File: src/rtl/mpx_writeback.sv
// mpx_writeback: writeback stage for the MPX core's single-write-port register file.
//
// Merges in-order exec results and late-returning load data into one registered
// register file write (rd0_o / rd0_value_o). It keeps a small FIFO of outstanding
// loads ({rd, kill}) so that hazards can be detected and load-delay write-after-write
// ordering is preserved. A younger exec write to the same rd kills the older load.
//
// Parameters:
//   LOAD_DEPTH   outstanding load entries (power of two, >= 2)
//
// Ports:
//   clk_i, rst_i                 clock, synchronous active-high reset
//   flush_i                      exception flush, discards all pending state
//   exec_valid_i/rd_i/value_i    in-order exec result
//   load_issue_i/load_rd_i       load issued to the LSU
//   mem_valid_i/mem_value_i      load data return, in issue order
//   stall_o                      upstream must not present new exec or load
//   rd0_o/rd0_value_o            register file write (rd0_o == 0 means no write)
//   pending_o/pending_rd_o       oldest live outstanding load
//   ra_*/rb_*                    operand bypass ports, present only with
//                                MPX_WB_BYPASS_EN defined
//
// Optional feature macro: MPX_WB_BYPASS_EN (forwards rd0 onto ra/rb read data).

module mpx_writeback #(
    parameter int LOAD_DEPTH = 2
) (
    input  logic        clk_i,
    input  logic        rst_i,
    input  logic        flush_i,
    input  logic        exec_valid_i,
    input  logic [4:0]  exec_rd_i,
    input  logic [31:0] exec_value_i,
    input  logic        load_issue_i,
    input  logic [4:0]  load_rd_i,
    input  logic        mem_valid_i,
    input  logic [31:0] mem_value_i,
    output logic        stall_o,
    output logic [4:0]  rd0_o,
    output logic [31:0] rd0_value_o,
    output logic        pending_o,
    output logic [4:0]  pending_rd_o
`ifdef MPX_WB_BYPASS_EN
    ,
    input  logic [4:0]  ra_i,
    input  logic [4:0]  rb_i,
    input  logic [31:0] ra_value_i,
    input  logic [31:0] rb_value_i,
    output logic [31:0] ra_value_o,
    output logic [31:0] rb_value_o
`endif
);

    localparam int PW = $clog2(LOAD_DEPTH);
    localparam int CW = PW + 1;
    localparam logic [CW-1:0] FULL_CNT = CW'(LOAD_DEPTH);
    localparam logic [CW-1:0] NEAR_CNT = CW'(LOAD_DEPTH - 1);

    logic [LOAD_DEPTH-1:0]      ent_valid_q, ent_valid_d;
    logic [LOAD_DEPTH-1:0]      ent_kill_q, ent_kill_d;
    logic [LOAD_DEPTH-1:0][4:0] ent_rd_q, ent_rd_d;
    logic [PW-1:0]              head_q, head_d;
    logic [PW-1:0]              tail_q, tail_d;
    logic [CW-1:0]              count_q, count_d;
    logic                       skid_valid_q, skid_valid_d;
    logic [4:0]                 skid_rd_q, skid_rd_d;
    logic [31:0]                skid_value_q, skid_value_d;
    logic                       issue_prev_q, issue_prev_d;
    logic [4:0]                 rd0_q, rd0_d;
    logic [31:0]                rd0_value_q, rd0_value_d;

    logic                       pop;
    logic                       load_wr;
    logic                       exec_wr;
    logic [4:0]                 head_rd;
    logic                       pend_found;
    logic [4:0]                 pend_rd;
    logic [PW-1:0]              scan_idx;

    always_comb begin
        ent_valid_d  = ent_valid_q;
        ent_kill_d   = ent_kill_q;
        ent_rd_d     = ent_rd_q;
        head_d       = head_q;
        tail_d       = tail_q;
        count_d      = count_q;
        skid_valid_d = skid_valid_q;
        skid_rd_d    = skid_rd_q;
        skid_value_d = skid_value_q;
        issue_prev_d = 1'b0;
        rd0_d        = 5'd0;
        rd0_value_d  = rd0_value_q;

        // mem_valid_i against an empty FIFO is a protocol error and is ignored
        pop     = mem_valid_i && (count_q != '0);
        head_rd = ent_rd_q[head_q];
        load_wr = pop && !ent_kill_q[head_q] && (head_rd != 5'd0);
        // an exec result to r0 is not a write: it neither kills nor uses the port
        exec_wr = exec_valid_i && (exec_rd_i != 5'd0);

        if (flush_i) begin
            ent_valid_d  = '0;
            ent_kill_d   = '0;
            head_d       = '0;
            tail_d       = '0;
            count_d      = '0;
            skid_valid_d = 1'b0;
        end else begin
            // load data owns the port; exec parks in the skid if it cannot go out
            if (load_wr) begin
                rd0_d       = head_rd;
                rd0_value_d = mem_value_i;
                if (!skid_valid_q && exec_wr) begin
                    skid_valid_d = 1'b1;
                    skid_rd_d    = exec_rd_i;
                    skid_value_d = exec_value_i;
                end
            end else if (skid_valid_q) begin
                rd0_d        = skid_rd_q;
                rd0_value_d  = skid_value_q;
                skid_valid_d = exec_wr;
                skid_rd_d    = exec_rd_i;
                skid_value_d = exec_value_i;
            end else if (exec_wr) begin
                rd0_d       = exec_rd_i;
                rd0_value_d = exec_value_i;
            end

            // kills apply to existing entries only; the push below is younger
            // than nothing here and is written with kill clear afterwards
            for (int i = 0; i < LOAD_DEPTH; i++) begin
                if (exec_wr && ent_valid_q[i] && (ent_rd_q[i] == exec_rd_i)) begin
                    ent_kill_d[i] = 1'b1;
                end
            end

            if (pop) begin
                ent_valid_d[head_q] = 1'b0;
                ent_kill_d[head_q]  = 1'b0;
                head_d              = head_q + 1'b1;
            end

            if (load_issue_i) begin
                ent_valid_d[tail_q] = 1'b1;
                ent_kill_d[tail_q]  = 1'b0;
                ent_rd_d[tail_q]    = load_rd_i;
                tail_d              = tail_q + 1'b1;
            end

            issue_prev_d = load_issue_i;
            if (load_issue_i && !pop) begin
                count_d = count_q + 1'b1;
            end else if (!load_issue_i && pop) begin
                count_d = count_q - 1'b1;
            end
        end
    end

    // oldest live load: scan from head in issue order
    always_comb begin
        pend_found = 1'b0;
        pend_rd    = 5'd0;
        scan_idx   = head_q;
        for (int k = 0; k < LOAD_DEPTH; k++) begin
            scan_idx = head_q + PW'(k);
            if (!pend_found && ent_valid_q[scan_idx] && !ent_kill_q[scan_idx]
                && (ent_rd_q[scan_idx] != 5'd0)) begin
                pend_found = 1'b1;
                pend_rd    = ent_rd_q[scan_idx];
            end
        end
    end

    always_ff @(posedge clk_i) begin
        if (rst_i) begin
            ent_valid_q  <= '0;
            ent_kill_q   <= '0;
            ent_rd_q     <= '0;
            head_q       <= '0;
            tail_q       <= '0;
            count_q      <= '0;
            skid_valid_q <= 1'b0;
            skid_rd_q    <= 5'd0;
            skid_value_q <= 32'd0;
            issue_prev_q <= 1'b0;
            rd0_q        <= 5'd0;
            rd0_value_q  <= 32'd0;
        end else begin
            ent_valid_q  <= ent_valid_d;
            ent_kill_q   <= ent_kill_d;
            ent_rd_q     <= ent_rd_d;
            head_q       <= head_d;
            tail_q       <= tail_d;
            count_q      <= count_d;
            skid_valid_q <= skid_valid_d;
            skid_rd_q    <= skid_rd_d;
            skid_value_q <= skid_value_d;
            issue_prev_q <= issue_prev_d;
            rd0_q        <= rd0_d;
            rd0_value_q  <= rd0_value_d;
        end
    end

    // a load issued last cycle is already counted, so one free slot is not enough
    assign stall_o = skid_valid_q || (count_q == FULL_CNT)
                     || ((count_q == NEAR_CNT) && issue_prev_q);

    assign rd0_o        = rd0_q;
    assign rd0_value_o  = rd0_value_q;
    assign pending_o    = pend_found;
    assign pending_rd_o = pend_rd;

`ifdef MPX_WB_BYPASS_EN
    assign ra_value_o = ((ra_i == rd0_q) && (rd0_q != 5'd0)) ? rd0_value_q : ra_value_i;
    assign rb_value_o = ((rb_i == rd0_q) && (rd0_q != 5'd0)) ? rd0_value_q : rb_value_i;
`endif

endmodule
File: config.mk
export PLATFORM = sky130hd
export DESIGN_NAME = mpx_writeback
export DESIGN_NICKNAME = d
export VERILOG_FILES = /design/src/rtl/mpx_writeback.sv
export SDC_FILE = /design/constraint.sdc
export NUM_CORES = 1
export LEC_CHECK = 0
export BUFFER_PORTS_ARGS = -buffer_cell sky130_fd_sc_hd__buf_2
export CELL_PAD_IN_SITES_DETAIL_PLACEMENT = 1
export CELL_PAD_IN_SITES_GLOBAL_PLACEMENT = 2
export CORE_UTILIZATION = 35
export CTS_BUF_LIST = sky130_fd_sc_hd__clkbuf_4 sky130_fd_sc_hd__clkbuf_8
export CTS_CLUSTER_SIZE = 40
export DETAILED_ROUTE_END_ITERATION = 10
export PLACE_DENSITY = 0.95
export SKIP_CTS_REPAIR_TIMING = 1
export SKIP_LAST_GASP = 1
export SYNTH_ARGS = -nofsm -noshare
export SYNTH_HDL_FRONTEND = slang
export SYNTH_SLANG_ARGS = --single-unit
File: constraint.sdc
create_clock -name clk_i -period 4.36 [get_ports clk_i]
set_input_delay 0 -clock clk_i [delete_from_list [all_inputs] [get_ports clk_i]]
set_output_delay 0 -clock clk_i [all_outputs]
set_load 0.05 [all_outputs]
======== Word-level counts from Yosys, hierarchy flattened ========
Cells that the tools add are included.
storage, ports and cells
  register bits ........................... 94
  latch bits .............................. 0
  memory bits (writable) .................. 0
  memory bits (read-only) ................. 0
  input port bits ......................... 80
  output and inout port bits .............. 44
  memories kept ........................... 0
cells by class
  $add $sub $neg .......................... 4
  multipliers ............................. 0
  divide/modulo/power cells ............... 0
  order comparisons ....................... 5
  eq/ne operators ......................... 5
  shifts and indexed selects .............. 0
  multiplexer cells ....................... 50
  bitwise logic cells ..................... 7
  reduce and logical (&&, ||, !) cells .... 38
operator list
  kind                                                                          number
  32-bit two-way mux                                                            6
  5-bit two-way mux                                                             13
  1-bit logical AND                                                             19
  1-bit two-way mux                                                             19
  2-bit two-way mux                                                             8
  5-bit nonzero test                                                            3
  10-bit bitwise mux                                                            1
  5-bit == test                                                                 2
  2-bit bitwise AND                                                             3
  1-bit logical NOT                                                             6
  1-bit by 2-bit less-than comparator with 1-bit output, second input constant  3
  2-bit nonzero test                                                            3
  5-bit demux with 1-bit select                                                 1
  2-bit NOT                                                                     2
  2-bit AND reduction                                                           2
  3-bit AND reduction                                                           1
  3-bit nonzero test                                                            1
  1-bit adder, second input constant                                            2
  2-bit by 1-bit adder with 2-bit output, second input constant                 1
  1-bit demux with 1-bit select                                                 2
  2-bit by 1-bit == test with 1-bit output, second input constant               1
  2-bit == test, second input constant                                          1
  1-bit greater-or-equal comparator, second input constant                      2
  1-bit logical OR                                                              2
  other kinds (5)                                                               5

======== Longest topological paths before layout ========
Gate-level depths: netlist of run 1.
  depth in word-level cells ............... 11
  mapped depth ............................ 10
  mapped depth without buffers ............ 9

======== Least setup slack after synthesis of run 1 ========
OpenSTA, ideal clock, no wires.
  path type ............................... register -> register
  start point ............................. register ent_rd_q[0] in the netlist's numbering
  end point ............................... register rd0_value_q[10] (netlist: rd0_value_o[10])
  setup time .............................. 70 ps
  arrival time ............................ 2114 ps
  path slack .............................. 2176 ps
  stages on the path, launching flop included .. 8
  path through ............................ dfxtp_1 -> or3_1 -> or4_1 -> and3_1 -> buf_6 -> o41ai_4 -> buf_6 -> o2bb2ai_1
between the ends
  longest elaborated chain between the ends .. 6
  elaborated cells between the ends (all ways) .. 7
  those cells by class .................... mux (3); reduce/logical (4)
ends and longest elaborated chain
  element                                                    line  text
  from (decl)                                                61    logic [LOAD_DEPTH-1:0][4:0] ent_rd_q, ent_rd_d;
  from (signal assigned)                                     191   ent_rd_q <= ent_rd_d;
  5-bit two-way mux (implied by the code) (*) (2 in series)  96    head_rd = ent_rd_q[head_q];
  5-bit nonzero test (*)                                     97    load_wr = pop && !ent_kill_q[head_q] && (head_rd != 5'd0);
  1-bit logical AND (*)                                      97
  3-bit nonzero test (no line)                               --
  2-bit AND reduction (no line)                              --
  to (signal assigned)                                       200   rd0_value_q <= rd0_value_d;
  to (decl)                                                  70    logic [31:0] rd0_value_q, rd0_value_d;
Every way passes the cells marked *; elsewhere a longest branch is shown, timed or not. The select of a mux whose other input is x is not followed.
A chain may end at the register's enable or synchronous reset.

======== Worst setup path in the final report of run 1 ========
  start point ............................. register count_q[0]
  end point ............................... register skid_value_q[27]
between the ends
  longest elaborated chain between the ends .. 6
  elaborated cells between the ends (all ways) .. 8
  those cells by class .................... eq/ne (1); mux (1); reduce/logical (6)
ends and longest elaborated chain
  element                                                                                                  line  text
  from (decl)                                                                                              64    logic [CW-1:0] count_q, count_d;
  from (signal assigned)                                                                                   194   count_q <= count_d;
  2-bit nonzero test (*)                                                                                   95    pop = mem_valid_i && (count_q != '0);
  1-bit logical AND (*)                                                                                    95
  1-bit logical AND (*) (2 in series)                                                                      97
  2-bit by 1-bit inequality test with 1-bit output (no line) / 2-bit nonzero test (equally long branches)  --
  3-bit AND reduction (no line)                                                                            --
  to (signal assigned)                                                                                     197   skid_value_q <= skid_value_d;
  to (decl)                                                                                                67    logic [31:0] skid_value_q, skid_value_d;
Every way passes the cells marked *; elsewhere a longest branch is shown, timed or not.

==> flow_summary.yaml, run 1 <==
setup_path:
  critPathLaunchType: "flop"
  critical_path.startpoint: "count_q[0]"
  timing.critical_path.fanout_max: 22
  path_class: "reg2reg"
  cp_data_arrival_time_ps: 3570
  worstReg2RegStart: "count_q[0]"
  cp.required_ps: 4620
  critPathCaptureType: "flop"
synth:
  postSynth.asyncResetShare_pct: 0
  synth_warnings: 0
  synth-seq-cells: 94
  postSynthCellCount: 529
  synthesized_net_count: 613
  yosys.cell_types.count: 40
  synth_seq_area_share_pct: 37.5
  syn-cell-area_um2: 5020
  synth-edff-count: 0
  synth_top_flop_cell: "sky130_fd_sc_hd__dfxtp_1"
  post_synth.cell_area_avg_um2: 9.49
job:
  max-cap-violations: 0
power:
  seqPwrFrac_pct: 45.8
  power_switching_w: 0.000577
  static-leakage-power_nw: 2.80
  total_power_w: 0.00200
  power.ir.vdd_worst_uv: 219
  clock_power_share_pct: 35.0
  power-per-cell-area_nw_per_um2: 307
  intPower_w: 0.00142
  sw_frac_of_total_pct: 28.8
  combinationalPowerShare_pct: 19.2
sta:
  max_slew_margin_pct: 18.8
  unrepaired_setup_endpoints_after_global_routing: "false"
  drv_slew: 0
  post-route-min-period_ps: 3310
  final.setup_skew_ps: 11.5
  fmax_mhz: 302
  final_setup_margin_ps: 1050
  finalHoldWorstSlack_ps: -11.7
  tightest_slew_ps: 1190
  post-route-period-util_pct: 76.0
  finalSetupViolations: 0
  aggregate_negative_setup_slack_ps: 0
  report.final.hold_viol_count: 1
placement:
  dpl_worst_slack_ps: 1100
  io_buffers: 123
  place.gp.congestion: 0.841
  hpwl_reported_at_the_end_of_detailed_placement_um: 9950
drt:
  antenna_left: 0
  firstDrtPassIters: 4
  drc: 0
  first_drt_iteration_drcs: 234
  detailroute.via_count: 4675
  viasPerCell: 5.40
  routed_wl_um: 16100
  wl_per_cell_um: 18.6
finish:
  final_layout_size_suffix_gt1_share_pct: 27.0
  fin_util_pct: 46.8
  antennaDiodeCount: 0
  area_growth_pct: 29.9
  layout.filler_cells: 1604
  num-nets-final: 765
  sequential_cell_area_um2: 1890
  area_taken_by_multi_input_logic_gates_um2: 2860
clock_tree:
  tritoncts_num_sinks: 94
  cts-buffers-inserted: 9
  ctsHtreeMaxLevel: 3
  cts.clk_slew.worst_paths_ps: 90
  worstSkewPairLatency_ps: 380
  clock_tree.root_cell: "sky130_fd_sc_hd__clkbuf_8"
  tritoncts_clock_tree: "done"
  clk_path_buf_depth: 2
floorplanning:
  die_w_um: 122
  start_util_pct: 36.0
  floorplan.die_area_um2: 14800
  standard_cell_rows: 43
  count_of_boundary_i_o_pins: 124
  die_span_y_um: 122
  fp.coreArea_um2: 13900
hold_path:
  hold_path.class: "in2reg"
  worstHoldStart: "exec_rd_i[3]"
global_routing:
  grt_start_max_net_pins: 81
  antenna_violations_before_repair: 0
  overflow: 0
  groute.usage.overall_pct: 20.2
  via_count_of_the_first_global_routing_pass: 4651
  grt_pass1_wl_um: 23300
outcome:
  failed_checks: "hold timing"
  run_status: "complete, but fails checks"
==> cell type report <==
type	count	share of cell area, %
clock buffer	10	2.01
inverter	19	1.09
tap	180	3.45
timing repair buffer	188	19.1
clock inverter	5	1.53
sequential	94	28.9
multi-input combinational	369	43.9
==> state kept, by name, summed over array words and instances (netlist names), 2 cells and up <==
name          cells
count_q           2
ent_kill_q        2
ent_rd_q         10
ent_valid_q       2
rd0_o             5
rd0_value_o      32
skid_rd_q         5
skid_value_q     32
==> critical path, stage by stage (launching register included) <==
cell and delay (ps):
sky130_fd_sc_hd__dfxtp_1 380, sky130_fd_sc_hd__inv_1 80, sky130_fd_sc_hd__ha_1 200, sky130_fd_sc_hd__nor2b_1 300, sky130_fd_sc_hd__o2111a_1 250, sky130_fd_sc_hd__and3_1 910
sky130_fd_sc_hd__mux2i_2 600, sky130_fd_sc_hd__o32a_1 480
==> metal layers <==
metal  track usage [%]  vias up  wire length [um]
met5                 0        -                 0
met4              7.72        0               292
met3              5.71       23               686
met2              34.1      114              8360
met1              24.0     2296              6740
li1                  -     2242                 -
==> logic make-up after synthesis <==
family	count (synthesis)	share of synthesized area, %
and+or+nand+nor	134	13.5
AOI/OAI and AO/OA	128	21.2
DFF	94	37.5
muxes	91	18.9
buffers and inverters	66	5.85
xor gates and xnor gates	12	2.09
adders and majority gates	4	0.997
==> synth_stat cells (3+ instances only) <==
| master | count | area share (%) |
|---|---|---|
| sky130_fd_sc_hd__clkbuf_1 | 27 | 2.0 |
| sky130_fd_sc_hd__or2_2 | 3 | 0.37 |
| sky130_fd_sc_hd__buf_6 | 4 | 0.90 |
| sky130_fd_sc_hd__o21ai_0 | 6 | 0.60 |
| sky130_fd_sc_hd__nand2_1 | 21 | 1.6 |
| sky130_fd_sc_hd__nand2b_1 | 5 | 0.62 |
| sky130_fd_sc_hd__and2_1 | 3 | 0.37 |
| sky130_fd_sc_hd__inv_1 | 19 | 1.4 |
| sky130_fd_sc_hd__mux2_2 | 32 | 7.2 |
| sky130_fd_sc_hd__ha_1 | 4 | 1.0 |
| sky130_fd_sc_hd__nand3_1 | 19 | 1.9 |
| sky130_fd_sc_hd__nor2_1 | 35 | 2.6 |
| sky130_fd_sc_hd__a22o_1 | 3 | 0.52 |
| sky130_fd_sc_hd__o32a_1 | 22 | 4.4 |
| sky130_fd_sc_hd__o2111a_1 | 16 | 3.6 |
| sky130_fd_sc_hd__a21oi_1 | 29 | 2.9 |
| sky130_fd_sc_hd__xor2_1 | 10 | 1.7 |
| sky130_fd_sc_hd__a211oi_1 | 10 | 1.5 |
| sky130_fd_sc_hd__or3_1 | 16 | 2.0 |
| sky130_fd_sc_hd__buf_2 | 13 | 1.3 |
| sky130_fd_sc_hd__dfxtp_1 | 94 | 37 |
| sky130_fd_sc_hd__buf_1 | 3 | 0.22 |
| sky130_fd_sc_hd__nor2b_1 | 24 | 3.0 |
| sky130_fd_sc_hd__mux2i_1 | 59 | 12 |
| sky130_fd_sc_hd__o2bb2ai_1 | 33 | 5.8 |
==> path summary, 6_finish.rpt <==
kind | endpoint | slack, ps | cells after the start
setup / recovery | skid_value_q[27] | 1050 | 7
setup reg to reg | skid_value_q[27] | 1050 | 7
hold / removal | skid_rd_q[3] | -10 | 2
hold reg to reg | rd0_value_o[11] | 470 | 1
==> per-stage QoR <==
step | cells | hold slack, ps | cell area (um^2)
floorplan | 529 | 122 | 5020
global placement | 792 | 250 | 5710
detailed placement | 792 | 261 | 5710
CTS | 807 | -144 | 5950
global route | 865 | -0.415 | 6530
finish | 865 | -11.7 | 6530
==> cells in the final DEF, fill, tap and decap left out, drive strengths merged, types with 4 or more instances in the layout <==
master,count
nand3,19
ha,4
o2bb2ai,33
o21ai,6
o2111a,16
buf,130
xor2,10
clkbuf,10
a21oi,29
nor2b,24
nand2b,5
dfxtp,94
nor2,35
a211oi,10
dlygate4sd3,58
inv,19
o32a,22
mux2i,59
nand2,21
or3,16
mux2,32
==> power groups by stage <==
stage	Combinational [W]	Clock, W	Sequential (W)
4_1_cts	0.000339	0.000712	0.000915
2_1_floorplan	0.000158	0	0.00100
3_5_place_dp	0.000337	0	0.000934
6_report	0.000385	0.000701	0.000916
5_1_grt	0.000412	0.000753	0.000921
3_3_place_gp	0.000327	0	0.000931
(Power assumes the default switching activity.)
==> run 2, diff against run 1 <==
--- a/config.mk
+++ b/config.mk
@@ -8,11 +8,11 @@
 export BUFFER_PORTS_ARGS = -buffer_cell sky130_fd_sc_hd__buf_2
 export CELL_PAD_IN_SITES_DETAIL_PLACEMENT = 1
 export CELL_PAD_IN_SITES_GLOBAL_PLACEMENT = 2
-export CORE_UTILIZATION = 35
+export CORE_UTILIZATION = 30
 export CTS_BUF_LIST = sky130_fd_sc_hd__clkbuf_4 sky130_fd_sc_hd__clkbuf_8
 export CTS_CLUSTER_SIZE = 40
 export DETAILED_ROUTE_END_ITERATION = 10
-export PLACE_DENSITY = 0.95
+export PLACE_DENSITY = 0.87
 export SKIP_CTS_REPAIR_TIMING = 1
 export SKIP_LAST_GASP = 1
 export SYNTH_ARGS = -nofsm -noshare
==> constraint.sdc (replaced) <==
create_clock -name clk_i -period 2.9 [get_ports clk_i]
set_input_delay 0 -clock clk_i [delete_from_list [all_inputs] [get_ports clk_i]]
set_output_delay 0 -clock clk_i [all_outputs]
set_load 0.05 [all_outputs]
==> run 2 against run 1 <==
Critical endpoint is now skid_value_q[23]. Total power increased by 48%. The run now ends clean. Critical path depth decreased by 2. Largest power group unchanged. Worst hold slack improved by 16 ps.
==> flow_summary.yaml, run 2 (synthesized netlist as in run 1, its figures left out) <==
sta:
  post-route-min-period_ps: 2720
  finalSetupViolations: 0
  tightest_slew_ps: 1220
  drv_slew: 0
  aggregate_negative_setup_slack_ps: 0
  post-route-period-util_pct: 93.8
  max_slew_margin_pct: 16.9
  report.final.hold_viol_count: 0
  finalHoldWorstSlack_ps: 4.65
  final.setup_skew_ps: 12.8
  fmax_mhz: 368
  unrepaired_setup_endpoints_after_global_routing: "false"
job:
  max-cap-violations: 0
clock_tree:
  cts-buffers-inserted: 9
  cts.clk_slew.worst_paths_ps: 90
  worstSkewPairLatency_ps: 380
  tritoncts_clock_tree: "done"
  tritoncts_num_sinks: 94
  ctsHtreeMaxLevel: 3
  clock_tree.root_cell: "sky130_fd_sc_hd__clkbuf_8"
  clk_path_buf_depth: 2
placement:
  hpwl_reported_at_the_end_of_detailed_placement_um: 10600
  place.gp.congestion: 0.790
  io_buffers: 123
power:
  total_power_w: 0.00297
  power_switching_w: 0.000861
  clock_power_share_pct: 34.2
  static-leakage-power_nw: 2.82
  power-per-cell-area_nw_per_um2: 449
  seqPwrFrac_pct: 46.3
  intPower_w: 0.00211
  sw_frac_of_total_pct: 29.0
  power.ir.vdd_worst_uv: 254
  combinationalPowerShare_pct: 19.5
setup_path:
  critPathCaptureType: "flop"
  reg2reg_depth: 5
  timing.rr.end: "skid_value_q[23]"
  timing.critical_path.fanout_max: 22
  worst-r2r-setup-slack_ps: 180
  worstReg2RegStart: "ent_rd_q[0]"
  cp.required_ps: 3220
  crit_path_cell_trace: "or3_1, or4_1, and3_1, mux2i_2, o32a_1"
  critPathLaunchType: "flop"
  slowest_stage: "sky130_fd_sc_hd__mux2i_2"
  cp_data_arrival_time_ps: 3040
  max_stage_delay_ps: 940
  path_class: "reg2reg"
drt:
  wl_per_cell_um: 17.7
  routed_wl_um: 16000
  first_drt_iteration_drcs: 148
  detailroute.via_count: 4662
  firstDrtPassIters: 4
  drc: 0
  antenna_left: 0
  viasPerCell: 5.14
global_routing:
  antenna_violations_before_repair: 0
  overflow: 0
  grt_start_max_net_pins: 51
  via_count_of_the_first_global_routing_pass: 4828
  grt_pass1_wl_um: 24600
  groute.usage.overall_pct: 17.8
finish:
  most-common-layout-cells: "sky130_fd_sc_hd__buf_2 (123), sky130_fd_sc_hd__dfxtp_1 (93), sky130_fd_sc_hd__dlygate4sd3_1 (59)"
  layout_commonest_cell: "sky130_fd_sc_hd__buf_2"
  sequential_cell_area_um2: 1890
  area_growth_pct: 31.6
  layout.filler_cells: 1909
  num-nets-final: 770
  antennaDiodeCount: 0
  final_layout_size_suffix_gt1_share_pct: 27.5
  area_taken_by_multi_input_logic_gates_um2: 2860
hold_path:
  worstHoldStart: "exec_value_i[5]"
  whs_path_depth: 3
  hold_path.class: "in2reg"
  holdPathEnd: "skid_value_q[5]"
floorplanning:
  floorplan.die_area_um2: 17300
  fp.coreArea_um2: 16100
  die_w_um: 131
  die_span_y_um: 131
  standard_cell_rows: 46
  start_util_pct: 31.2
  count_of_boundary_i_o_pins: 124
outcome:
  run_status: "completed"
[run 2: cell count changes in the layout (fill, tap and decap cells not counted)]
cell	before	now
sky130_fd_sc_hd__clkinv_2	2	0
sky130_fd_sc_hd__clkbuf_8	9	10
sky130_fd_sc_hd__clkinvlp_4	0	1
sky130_fd_sc_hd__bufinv_16	3	2
sky130_fd_sc_hd__dlygate4sd3_1	58	59
sky130_fd_sc_hd__clkbuf_4	1	3
sky130_fd_sc_hd__buf_4	7	11
[run 2: worst max-delay path by stage]
stage | from | end | slack (ps) | cells after the start
5_1_grt | ent_rd_q[0] | skid_rd_q[2] | 30 | 5
3_5_place_dp | ent_rd_q[0] | skid_value_q[31] | 240 | 5
4_1_cts | ent_rd_q[0] | skid_value_q[31] | 190 | 5
2_1_floorplan | ent_rd_q[0] | rd0_value_o[10] | 720 | 7
6_report | ent_rd_q[0] | skid_value_q[23] | 180 | 5
3_3_place_gp | ent_rd_q[0] | skid_value_q[19] | 350 | 5
[run 2: metrics by stage]
step	std cells	area (um^2)	setup slack, ps	utilization [%]
after floorplan	529	5020	716	-
after global placement	832	5790	349	35.9
after detailed placement	832	5790	236	35.9
after CTS	848	6020	190	37.3
after global routing	907	6610	33.4	41.0
final	907	6610	180	41.0
[run 2: per-layer routing]
layer	routed length, um	track usage [%]	vias to the layer above
li1	-	-	2261
met1	6980	20.9	2280
met2	8140	31.1	101
met3	605	4.09	20
met4	305	6.98	0
met5	0	0	-
[run 2: area by class of cell]
type | instances | area share [%]
tap | 216 | 4.09
inverter | 19 | 1.08
timing repair buffer | 193 | 19.5
multi-input combinational | 369 | 43.3
sequential | 94 | 28.5
clock inverter | 3 | 1.02
clock buffer | 13 | 2.42
[run 2: critical path, delay by kind of cell, from the launching register on]
| kind | cells | cell delay, ps |
|---|---|---|
| AND/OR/NAND/NOR | 3 | 1090 |
| flip-flops | 1 | 380 |
| multiplexers | 1 | 940 |
| AO/OA/AOI/OAI | 1 | 250 |
[run 2: power by group through the flow]
stage	Combinational, W	Sequential [W]	Clock [W]
2_1_floorplan	0.000237	0.00151	0
3_3_place_gp	0.000495	0.00140	0
3_5_place_dp	0.000514	0.00140	0
4_1_cts	0.000516	0.00137	0.00105
5_1_grt	0.000620	0.00138	0.00109
6_report	0.000579	0.00137	0.00102
